File: src/rtl/ssd_driver.sv
// ssd_driver: converts a 13-bit binary value to four BCD digits with a
// sequential double-dabble, then multiplexes them onto a common-anode
// 4-digit seven-segment display with optional leading-zero blanking.
//
// state  | meaning
// -------+---------------------------------------------------------------
// S_IDLE | waiting; captures value_i when it changed or a reload is pending
// S_CONV | 13 double-dabble iterations (add-3 on nibbles >= 5, then shift)
// S_DONE | publishes the BCD result on bcd_o and pulses conv_done_o

module ssd_driver #(
  parameter int REFRESH_CNT = 100000,
  parameter bit BLANK_LEAD  = 1'b1
) (
  input  logic        clk,
  input  logic        rst,
  input  logic [12:0] value_i,
  output logic [3:0]  anode_o,
  output logic [6:0]  seg_o,
  output logic        dp_o,
  output logic [15:0] bcd_o,
  output logic        conv_done_o
);

  typedef enum logic [1:0] {
    S_IDLE = 2'd0,
    S_CONV = 2'd1,
    S_DONE = 2'd2
  } state_t;

  localparam int CW = (REFRESH_CNT > 1) ? $clog2(REFRESH_CNT) : 1;
  localparam logic [CW-1:0] REF_LAST = CW'(REFRESH_CNT - 1);
  localparam logic [3:0] LAST_ITER = 4'd12;

  // Conversion datapath and FSM state.
  state_t      state_q, state_d;
  logic [12:0] last_q, last_d;
  logic        pend_q, pend_d;
  logic [28:0] sh_q, sh_d;
  logic [3:0]  iter_q, iter_d;
  logic [15:0] bcd_q, bcd_d;
  logic        done_q, done_d;

  // Display multiplexer state.
  logic [CW-1:0] refresh_q, refresh_d;
  logic [1:0]    dig_q, dig_d;
  logic [3:0]    anode_q, anode_d;
  logic [6:0]    seg_q, seg_d;

  logic [3:0] nib;
  logic       blank;

  // One double-dabble iteration over {bcd[15:0], bin[12:0]}.
  function automatic logic [28:0] dd_step(input logic [28:0] s);
    logic [28:0] t;
    t = s;
    for (int i = 0; i < 4; i++) begin
      if (t[13 + 4*i +: 4] >= 4'd5) begin
        t[13 + 4*i +: 4] = t[13 + 4*i +: 4] + 4'd3;
      end
    end
    return {t[27:0], 1'b0};
  endfunction

  // Active-low segment pattern {g,f,e,d,c,b,a}; non-decimal nibbles stay dark.
  function automatic logic [6:0] seg_lut(input logic [3:0] n);
    logic [6:0] s;
    case (n)
      4'd0:    s = 7'b1000000;
      4'd1:    s = 7'b1111001;
      4'd2:    s = 7'b0100100;
      4'd3:    s = 7'b0110000;
      4'd4:    s = 7'b0011001;
      4'd5:    s = 7'b0010010;
      4'd6:    s = 7'b0000010;
      4'd7:    s = 7'b1111000;
      4'd8:    s = 7'b0000000;
      4'd9:    s = 7'b0010000;
      default: s = 7'b1111111;
    endcase
    return s;
  endfunction

  // Conversion FSM and result registers; reset forces a reload via pend_q.
  always_ff @(posedge clk) begin
    if (rst) begin
      state_q <= S_IDLE;
      last_q  <= 13'd0;
      pend_q  <= 1'b1;
      sh_q    <= 29'd0;
      iter_q  <= 4'd0;
      bcd_q   <= 16'd0;
      done_q  <= 1'b0;
    end else begin
      state_q <= state_d;
      last_q  <= last_d;
      pend_q  <= pend_d;
      sh_q    <= sh_d;
      iter_q  <= iter_d;
      bcd_q   <= bcd_d;
      done_q  <= done_d;
    end
  end

  // Next-state logic: capture in IDLE, iterate in CONV, publish in DONE.
  always_comb begin
    state_d = state_q;
    last_d  = last_q;
    pend_d  = pend_q;
    sh_d    = sh_q;
    iter_d  = iter_q;
    bcd_d   = bcd_q;
    done_d  = 1'b0;
    case (state_q)
      S_IDLE: begin
        if ((value_i != last_q) || pend_q) begin
          sh_d    = {16'd0, value_i};
          last_d  = value_i;
          pend_d  = 1'b0;
          iter_d  = 4'd0;
          state_d = S_CONV;
        end
      end
      S_CONV: begin
        sh_d   = dd_step(sh_q);
        iter_d = iter_q + 4'd1;
        if (iter_q == LAST_ITER) begin
          state_d = S_DONE;
        end
      end
      S_DONE: begin
        bcd_d   = sh_q[28:13];
        done_d  = 1'b1;
        state_d = S_IDLE;
      end
      default: begin
        state_d = S_IDLE;
      end
    endcase
  end

  // Refresh timer, digit index and registered anode/segment drive.
  always_ff @(posedge clk) begin
    if (rst) begin
      refresh_q <= '0;
      dig_q     <= 2'd0;
      anode_q   <= 4'b1110;
      seg_q     <= 7'b1000000;
    end else begin
      refresh_q <= refresh_d;
      dig_q     <= dig_d;
      anode_q   <= anode_d;
      seg_q     <= seg_d;
    end
  end

  // Digit selection, leading-zero blanking and segment decode.
  always_comb begin
    refresh_d = refresh_q + CW'(1);
    dig_d     = dig_q;
    if (refresh_q == REF_LAST) begin
      refresh_d = '0;
      dig_d     = dig_q + 2'd1;
    end

    nib   = bcd_q[3:0];
    blank = 1'b0;
    case (dig_q)
      2'd0: begin
        nib   = bcd_q[3:0];
        blank = 1'b0;
      end
      2'd1: begin
        nib   = bcd_q[7:4];
        blank = (bcd_q[15:4] == 12'd0);
      end
      2'd2: begin
        nib   = bcd_q[11:8];
        blank = (bcd_q[15:8] == 8'd0);
      end
      default: begin
        nib   = bcd_q[15:12];
        blank = (bcd_q[15:12] == 4'd0);
      end
    endcase

    if (BLANK_LEAD && blank) begin
      anode_d = 4'b1111;
      seg_d   = 7'b1111111;
    end else begin
      anode_d = ~(4'b0001 << dig_q);
      seg_d   = seg_lut(nib);
    end
  end

  assign anode_o     = anode_q;
  assign seg_o       = seg_q;
  assign dp_o        = 1'b1;
  assign bcd_o       = bcd_q;
  assign conv_done_o = done_q;

endmodule

File: config.mk
export PLATFORM = sky130hd
export DESIGN_NAME = ssd_driver
export DESIGN_NICKNAME = d
export VERILOG_FILES = /design/src/rtl/ssd_driver.sv
export SDC_FILE = /design/constraint.sdc
export NUM_CORES = 1
export LEC_CHECK = 0
export BUFFER_PORTS_ARGS = -buffer_cell sky130_fd_sc_hd__buf_4
export CAP_MARGIN = 20
export CORE_MARGIN = 2
export CORE_UTILIZATION = 42
export DETAILED_ROUTE_END_ITERATION = 8
export PLACE_DENSITY = 0.68
export REMOVE_ABC_BUFFERS = 1
export SLEW_MARGIN = 15
export SYNTH_ARGS = -nofsm -noshare
export SYNTH_HDL_FRONTEND = slang
export SYNTH_SLANG_ARGS = --single-unit
File: constraint.sdc
create_clock -name clk -period 4.18 [get_ports clk]
set_input_delay 0.418 -clock clk [delete_from_list [all_inputs] [get_ports clk]]
set_output_delay 0.418 -clock clk [all_outputs]
set_load 0.05 [all_outputs]
==> qor.txt, run 1 <==
FP Rows: 37
multi-input logic area: 2297 sq um
Final Setup Violations: 0
Syn Area/Cell: 8.560 sq um
clk sinks: 96
Distinct cells, synth: 40
Syn Std Cell Area: 4434 sq um
Worst EP arrival: 2.58 ns
CTS Hold Bufs: 0
# fillers: 1038
CP Launch Type: flop
RSZ-0062 raised after global routing: no
CP Max Fanout: 26
synthesized flop and latch total: 96
DIE AREA: 11400 sq um
fmax: 0.4309 GHz
total gr overflow: 0
CTS tree: yes
fin crit share: 0.5551
Post-CTS Setup Inserts: 0
Slew Viols, Final: 0
Initial DRC Count: 139
die height: 106.8 microns
hold depth: 3
first-pass GRT wire length: 15020 microns
Std-Cell Core Area: 10280 sq um
worst min-delay path category: input port to flop
critical path capture point type: flop
routed vias: 3494
GPL Wtd Cong: 0.9156
dpl hpwl: 6150 microns
largest net degree at the start of global routing: 80
# port buffers: 42
ANT nets after route: 0
Layout Skew: 0.01586 ns
PostCTS Resize Cnt: 0
Peak VDD IR: 0.0001963 V
fin crit period: 2.321 ns
via-per-instance ratio: 5.078
reg2reg path depth: 6
antenna cells: 0
Horiz. Die Dim: 106.8 microns
Post-Synthesis Cells: 518
drt drc: 0
Cell Count, Final, Fillers Out: 688
drt first pass iters: 4
share of cells above drive strength 1: 0.1304
vias in the first global route: 3332
Pwr Density: 327.9 nW/um^2
Critical Path RT: 4.43 ns
sequential fraction of the synthesis area: 0.4334
Ys Warns: 0
Least-Margin Pin Slew: 0.9507 ns
Worst-path clk slew: 0.10 ns
Global Route Usage Sum: 0.1600
post-DR wirelength/cell: 12.69 microns
Max Cap Violations: 0
total wire length: 8730 microns
Setup TNS Final: 0 ns
outcome: finished, final reports clean
initial antenna violation count: 0
root buffer cell: clkbuf_8
final net count: 583
storage element area: 1922 sq um
slew margin rel.: 0.3662
CTS Buffer Depth: 2
number of H-tree levels: 3
Worst Path Class, Setup: flop to flop
Clock Latency Late Sink: 0.36 ns
dpl cells: 672
IO Pins: 44
Leak Pwr: 1.877 nW
Initial Util: 0.4315
Hold Fails Final Rpt: 0
total CTS buffers: 9
Area growth syn-to-layout: 13.01%
==> metrics by stage <==
stage / setup slack [ns] / hold slack, ns / utilization / total power [W] / instance area [sq um]
2_1_floorplan: 1.657 / 0.4262 / - / 0.001053 / 4320
5_1_grt: 1.583 / 0.3102 / 0.4876 / 0.001725 / 5011
3_5_place_dp: 1.632 / 0.4503 / 0.4691 / 0.001102 / 4821
3_3_place_gp: 1.642 / 0.4487 / 0.4691 / 0.001098 / 4821
4_1_cts: 1.803 / 0.2985 / 0.4876 / 0.001670 / 5011
6_report: 1.859 / 0.3134 / 0.4876 / 0.001643 / 5011
==> path summary, 6_finish.rpt <==
check,startpoint,end,slack [ns]
max reg2reg,last_q[4],sh_q[6],1.86
max,last_q[4],sh_q[6],1.86
min,value_i[11],last_q[11],0.31
min reg2reg,refresh_q[0],refresh_q[0],0.47
==> registers in the layout, summed over array words and instances (netlist names) <==
register     cells
sh_q            29
refresh_q       17
bcd_o           16
last_q          13
seg_o            7
anode_o          4
iter_q           4
dig_q            2
state_q          2
conv_done_o      1
pend_q           1
==> area by class of cell <==
cell class,instances,share of cell area
inverters,27,0.02022
repair buffers,44,0.06592
multi-input cells,369,0.4584
flip-flops and latches,96,0.3835
clock buffers,11,0.03021
clock inverters,5,0.007740
well taps,136,0.03396
==> critical path, cell delays in order (launching register included) <==
cell and delay [ns]:
dfxtp_1 0.33, xnor2_1 0.24, nand4_1 0.21, o41ai_4 0.67
buf_4 0.43, nor2_1 0.09, nor4_1 0.25
==> cells in the mapped netlist, drive strengths merged <==
| library cell | number | area (sq um) |
|---|---|---|
| a211oi | 6 | 45.04 |
| a21oi | 40 | 200.2 |
| a222oi | 4 | 40.04 |
| a31oi | 12 | 75.07 |
| and2 | 1 | 6.260 |
| and3 | 2 | 12.51 |
| and3b | 1 | 8.760 |
| buf | 4 | 31.27 |
| clkbuf | 22 | 82.58 |
| conb | 1 | 3.750 |
| dfxtp | 96 | 1922 |
| ha | 21 | 262.8 |
| inv | 27 | 101.4 |
| mux2 | 4 | 45.04 |
| mux2i | 18 | 180.2 |
| nand2 | 55 | 206.5 |
| nand2b | 13 | 81.33 |
| nand3 | 13 | 65.06 |
| nand3b | 1 | 7.510 |
| nand4 | 8 | 50.05 |
| nand4b | 1 | 8.760 |
| nor2 | 83 | 311.6 |
| nor2b | 2 | 12.51 |
| nor3 | 5 | 25.02 |
| nor3b | 4 | 30.03 |
| nor4 | 16 | 125.1 |
| o21ai | 7 | 35.03 |
| o221a | 1 | 11.26 |
| o22ai | 1 | 6.260 |
| o32ai | 5 | 43.79 |
| o41a | 1 | 11.26 |
| o41ai | 1 | 27.53 |
| or2 | 2 | 12.51 |
| or3 | 1 | 6.260 |
| or4 | 1 | 7.510 |
| xnor2 | 26 | 227.7 |
| xor2 | 12 | 105.1 |
==> power breakdown <==
part           internal [W]  total (W)  switching [W]
logic             0.0000508   0.000122      0.0000711
registers          0.000939   0.000958      0.0000187
clock network      0.000252   0.000563       0.000312
==> layout by cell type (no fill, tap or decap), types with 2 or more instances in the layout <==
cell / n
dfxtp_1: 96
nor2_1: 83
nand2_1: 55
buf_4: 44
a21oi_1: 40
inv_1: 27
xnor2_1: 26
ha_1: 21
mux2i_1: 18
nand2b_1: 13
nand3_1: 13
nor4_1: 12
xor2_1: 12
a31oi_1: 12
clkbuf_8: 11
nand4_1: 8
o21ai_0: 7
a211oi_1: 6
o32ai_1: 5
nor3_1: 5
a222oi_1: 4
mux2_2: 4
nor3b_1: 4
nor4_2: 4
and3_1: 2
or2_2: 2
nor2b_1: 2
clkinv_4: 2
==> logic make-up after synthesis <==
| logic type | synth area share |
|---|---|
| xor gates and xnor gates | 0.07506 |
| adders and majority gates | 0.05925 |
| DFF | 0.4334 |
| other | 0.0008457 |
| buffers and inverters | 0.04853 |
| AOI/OAI and AO/OA | 0.1117 |
| and+or+nand+nor | 0.2204 |
| muxes | 0.05079 |
==> routing by layer <==
metal  global-route usage  vias up  part of all wire  wire length, microns
met5                    0        -                 0                     0
met2               0.2639       97              0.46                  4031
met4              0.06679        0             0.013                   114
li1                     -     1807                 -                     -
met3              0.03465        9             0.055                   480
met1               0.2026     1581              0.47                  4104
(Power assumes the default switching activity.)
==> run 2: changes to the inputs <==
==> constraint.sdc (replaced) <==
create_clock -name clk -period 2.2 [get_ports clk]
set_input_delay 0.22 -clock clk [delete_from_list [all_inputs] [get_ports clk]]
set_output_delay 0.22 -clock clk [all_outputs]
set_load 0.05 [all_outputs]
==> run 2 against run 1 <==
Non-clock buffer count increased by 11. Sequential power rose by 89%. Final cell count rose by 1.5%. Largest cell class unchanged.
==> qor.txt, run 2 (synthesized netlist as in run 1, its figures left out) <==
hold depth: 3
Horiz. Die Dim: 106.8 microns
total gr overflow: 0
fin crit share: 0.9535
Power, Total: 0.003250 W
Leak Pwr: 1.948 nW
Pwr Density: 630.4 nW/um^2
RSZ-0062 raised after global routing: no
Flop pwr share: 0.558
max reg flops: 29
Finished Core Util: 0.5017
Least-Margin Pin Slew: 0.9615 ns
Setup TNS Final: 0 ns
total CTS buffers: 9
fin crit period: 2.098 ns
share of cells above drive strength 1: 0.1584
cell family with most CP delay: adder cells
CP max stage cell: a222oi_1
initial antenna violation count: 0
Critical Path RT: 2.43 ns
CTS tree: yes
CTS Hold Bufs: 0
Area growth syn-to-layout: 16.28%
IO Pins: 44
most frequent cells in the layout: dfxtp_1, nor2_1, nand2_1
Peak VDD IR: 0.0004334 V
internal power: 0.002505 W
Sw Share: 0.2292
slew margin rel.: 0.3566
Slew Viols, Final: 0
Hold Fails Final Rpt: 0
Initial DRC Count: 148
CP Max Fanout: 5
outcome: finished, final reports clean
fin worst setup slack: 0.1024 ns
leading cell type in the layout, fill and taps excluded: dfxtp_1
clk sinks: 96
Std-Cell Core Area: 10280 sq um
dpl hpwl: 6558 microns
post-DR wirelength/cell: 13.21 microns
root buffer cell: clkbuf_8
worst path bufs/invs: 1
clock power share: 0.364
GPL Wtd Cong: 0.9096
worst min-delay path category: input port to flop
first-pass GRT wire length: 16030 microns
Max Cap Violations: 0
final net count: 594
die height: 106.8 microns
reg2reg path depth: 8
Clock Latency Late Sink: 0.35 ns
Final Setup Violations: 0
Worst EP arrival: 2.33 ns
drt first pass iters: 5
pre-CTS setup slack: -0.01138 ns
largest net degree at the start of global routing: 37
Net Sw Power: 0.0007451 W
Fin Hold WS: 0.1232 ns
FP Rows: 37
# port buffers: 42
Worst Path Class, Setup: flop to flop
Comb pwr share: 0.077
Layout Skew: 0.006523 ns
critical path capture point type: flop
DIE AREA: 11400 sq um
vias in the first global route: 3548
Global Route Usage Sum: 0.1721
crit-path cells: inv_1, ha_4, a222oi_1, mux2i_2, ha_1, mux2_2, nand2_1, a21oi_1
CTS Buffer Depth: 2
routed vias: 3569
via-per-instance ratio: 5.113
Critical Path Max Stage Delay: 0.43 ns
Critical Path Stages: 8
fmax: 0.4767 GHz
ANT nets after route: 0
number of H-tree levels: 3
antenna cells: 0
Worst-path clk slew: 0.08 ns
CP Launch Type: flop
drt drc: 0
total wire length: 9222 microns
Largest Register: sh_q
Initial Util: 0.4315
[run 2: cell types whose count changed in the layout (fill, tap and decap cells not counted), moves of 2 or more]
cell	before	now
buf_4	44	54
clkinv_4	2	0
dfxtp_1	96	94
ha_1	21	18
ha_2	0	2
mux2i_1	18	16
mux2i_2	0	2
[run 2: worst paths after layout]
kind / endpoint / from / slack (ns)
max: seg_o[3] / dig_q[1] / 0.10
min: last_q[7] / value_i[7] / 0.12
max reg2reg: seg_o[3] / dig_q[1] / 0.10
min reg2reg: refresh_q[0] / refresh_q[0] / 0.48
[run 2: per-layer routing]
metal,up-vias,part of all wire,global-route usage
met5,-,0,0
met3,15,0.043,0.04012
met2,78,0.47,0.2889
met1,1643,0.47,0.2109
met4,0,0.018,0.07421
li1,1833,-,-
[run 2: area by class of cell]
cell class                 count  area (sq um)
timing repair buffer          55         425.4
inverter                      27         101.3
clock inverter                 2         37.54
sequential                    96          1927
fill                         976          5121
tap                          136         170.2
multi-input combinational    369          2326
clock buffer                  13         168.9
[run 2: through the flow]
step                      area, sq um  instances
after floorplan                  4320        492
after global placement           4893        680
after detailed placement         4893        680
after CTS                        5114        696
after global routing             5156        698
final                            5156        698
[run 2: tightest hold or removal path: stages]
cell and delay, ns:
buf_4 0.10, mux2i_1 0.06, nor2_1 0.07
[run 2: power groups by stage]
stage	Clock [W]	Combinational [W]	Sequential [W]
2_1_floorplan	0	0.000150	0.00185
4_1_cts	0.00123	0.000254	0.00182
6_report	0.00118	0.000251	0.00181
5_1_grt	0.00129	0.000284	0.00182
3_5_place_dp	0	0.000253	0.00186
3_3_place_gp	0	0.000245	0.00185
[run 2: timing repair]
item                       4_1_cts  5_1_grt
setup buffers                    1        2
gates resized for setup          3        8
pin swaps                        1        2
setup endpoints to repair        3        6
==> run 3: changes to the inputs <==
--- a/config.mk
+++ b/config.mk
@@ -5,6 +5,7 @@
 export SDC_FILE = /design/constraint.sdc
 export NUM_CORES = 1
 export LEC_CHECK = 0
+export ABC_AREA = 1
 export BUFFER_PORTS_ARGS = -buffer_cell sky130_fd_sc_hd__buf_4
 export CAP_MARGIN = 20
 export CORE_MARGIN = 2
==> run 3 against run 2 <==
Sequential power is essentially flat. Critical endpoint is now seg_o[5]. Global-route usage is 0.45 points higher. Via count rose by 18%. Final cell count is 21% higher. Core utilization fell by 1.0 points. First-iteration DRC count is 41% higher. Maximum frequency rose by 6.7%. Critical path type unchanged. Critical path depth grew 4. Clock power is 36% higher. Synthesized area rose by 9.8%. Clock skew grew 0.0019 ns.
==> qor.txt, run 3 <==
GPL Wtd Cong: 0.8392
Worst-path clk slew: 0.07 ns
dpl hpwl: 7393 microns
internal power: 0.002835 W
via-per-instance ratio: 4.994
Syn Std Cell Area: 4867 sq um
Ys Warns: 0
total gr overflow: 0
Slew Viols, Final: 0
Synth Area in XOR/XNOR: 0.01440
cell family with most CP delay: simple AND/OR/NAND/NOR gates
CTS Buffer Depth: 2
Worst EP arrival: 2.20 ns
Initial DRC Count: 208
first-pass GRT wire length: 18420 microns
CP max stage cell: dfxtp_2
mux cell area share after synthesis: 0
Clock Latency Late Sink: 0.34 ns
top_reg_cell synth: dfxtp_1
Pwr Density: 665.2 nW/um^2
Std-Cell Core Area: 11370 sq um
clk sinks: 96
clock power share: 0.432
fin crit share: 0.8934
Critical Path Max Stage Delay: 0.37 ns
fin crit period: 1.965 ns
Area growth syn-to-layout: 14.86%
multi-input logic area: 2465 sq um
CTS Hold Bufs: 0
ANT nets after route: 0
simple-gate share of the synthesized area: 0.2766
number of H-tree levels: 3
CTS tree: yes
worst path bufs/invs: 3
drt drc: 0
vias in the first global route: 4117
largest family of logic cells by synthesized area: simple AND/OR/NAND/NOR gates
CP Max Fanout: 5
total wire length: 10470 microns
top cells by area, synth: dfxtp_1, nand2_1, inv_1, nor2_1, o21ai_0
DP Area: 5279 sq um
storage element area: 1924 sq um
Final Setup Violations: 0
Post-synth ARST share: 0
FP Rows: 39
# fillers: 1088
synthesized flop and latch total: 96
Critical Path RT: 2.44 ns
Post-CTS Setup Inserts: 0
Horiz. Die Dim: 111.7 microns
slew margin rel.: 0.5901
Leak Pwr: 2.473 nW
fmax: 0.5088 GHz
Largest Register: sh_q
Syn Area/Cell: 7.431 sq um
Initial Util: 0.4281
Max Cap Violations: 0
post-DR wirelength/cell: 12.43 microns
worst min-delay path category: input port to flop
Post-Synth Adder-Cell Area: 0.05398
Synth Area in Compound Gates: 0.1607
DIE AREA: 12470 sq um
initial antenna violation count: 0
Yosys top cell area share: 0.3949
Design Area, Final: 5590 sq um
largest net degree at the start of global routing: 46
total CTS buffers: 9
commonest cells in the synthesized netlist: nand2_1, dfxtp_1, inv_1
most frequent cells in the layout: nand2_1, dfxtp_1, inv_1
Post-Synthesis Cells: 655
Hold Fails Final Rpt: 0
Peak VDD IR: 0.0002767 V
outcome: finished, final reports clean
Cell Count, Final, Fillers Out: 842
Setup TNS Final: 0 ns
Sw Share: 0.2376
IO Pins: 44
EDFF count, synth: 0
die height: 111.7 microns
root buffer cell: clkbuf_16
PostCTS Resize Cnt: 0
most numerous cell in the Yosys netlist: nand2_1
share of cells above drive strength 1: 0.1817
Layout Skew: 0.008451 ns
Power, Total: 0.003718 W
drt first pass iters: 4
Worst Path Class, Setup: flop to flop
Global Route Usage Sum: 0.1766
Net Sw Power: 0.0008834 W
max reg flops: 29
Comb pwr share: 0.077
Flop pwr share: 0.490
crit-path cells: inv_1, ha_1, nand2_1, nand2_1, o22ai_1, inv_1, ha_1, or2_2, nand3_1, nand3_1, nand2_1, inv_1
final net count: 730
# port buffers: 42
area leader, netlist: dfxtp_1
critical path capture point type: flop
routed vias: 4205
leading cell type in the layout, fill and taps excluded: nand2_1
dpl cells: 826
RSZ-0062 raised after global routing: no
antenna cells: 0
Least-Margin Pin Slew: 0.6142 ns
sequential fraction of the synthesis area: 0.3949
Distinct cells, synth: 39
CP Launch Type: flop
## run 3: power groups by stage
stage	clock [W]	combinational (W)	sequential [W]
floorplan	0	0.000190	0.00185
global placement	0	0.000282	0.00186
detailed placement	0	0.000289	0.00186
CTS	0.00164	0.000291	0.00182
global route	0.00171	0.000330	0.00183
finish	0.00161	0.000288	0.00182
## run 3: stage by stage
step                      hold slack [ns]  utilization  setup slack, ns
final                              0.1512       0.4917           0.2345
after floorplan                    0.2824            -           0.1810
after CTS                          0.1476       0.4915           0.1719
after detailed placement           0.4475       0.4643           0.2017
after global routing               0.1624       0.4917          0.03516
after global placement             0.4300       0.4643           0.2838
## run 3: path summary, 6_finish.rpt
path / end / from / slack [ns] / cells past startpoint
max: seg_o[5] / dig_q[0] / 0.23 / 12
min: sh_q[1] / value_i[1] / 0.15 / 3
max reg2reg: seg_o[5] / dig_q[0] / 0.23 / 12
min reg2reg: refresh_q[0] / refresh_q[0] / 0.46 / 1
## run 3: kinds of logic (layout without fill, tap and decap cells)
| group | after synthesis | in the layout |
|---|---|---|
| compound gates | 132 | 132 |
| xor+xnor | 8 | 8 |
| fa+ha+maj | 21 | 21 |
| buf+inv | 111 | 155 |
| flops | 96 | 96 |
| other cells | 1 | 1 |
| simple gates | 286 | 286 |
## run 3: worst reg2reg max path: cells and delay by family (launching register included)
kind,cells,cell delay (ns)
compound gates,1,0.17
buf+inv,3,0.24
simple gates,6,0.65
fa+ha+maj,2,0.44
flops,1,0.37
## run 3: area by class of cell
cell class,count,share of cell area
clock buffers,12,0.04588
flip-flops and latches,96,0.3442
repair buffers,51,0.06849
well taps,143,0.03201
multi-input cells,448,0.4409
inverters,88,0.05909
clock inverters,4,0.009400
## run 3: routing by layer
| metal | vias to the layer above | GRT usage | wire length, microns |
|---|---|---|---|
| met1 | 1927 | 0.2115 | 4649 |
| li1 | 2184 | - | - |
| met5 | - | 0 | 0 |
| met4 | 0 | 0.07737 | 187 |
| met3 | 19 | 0.03266 | 362 |
| met2 | 75 | 0.3087 | 5269 |
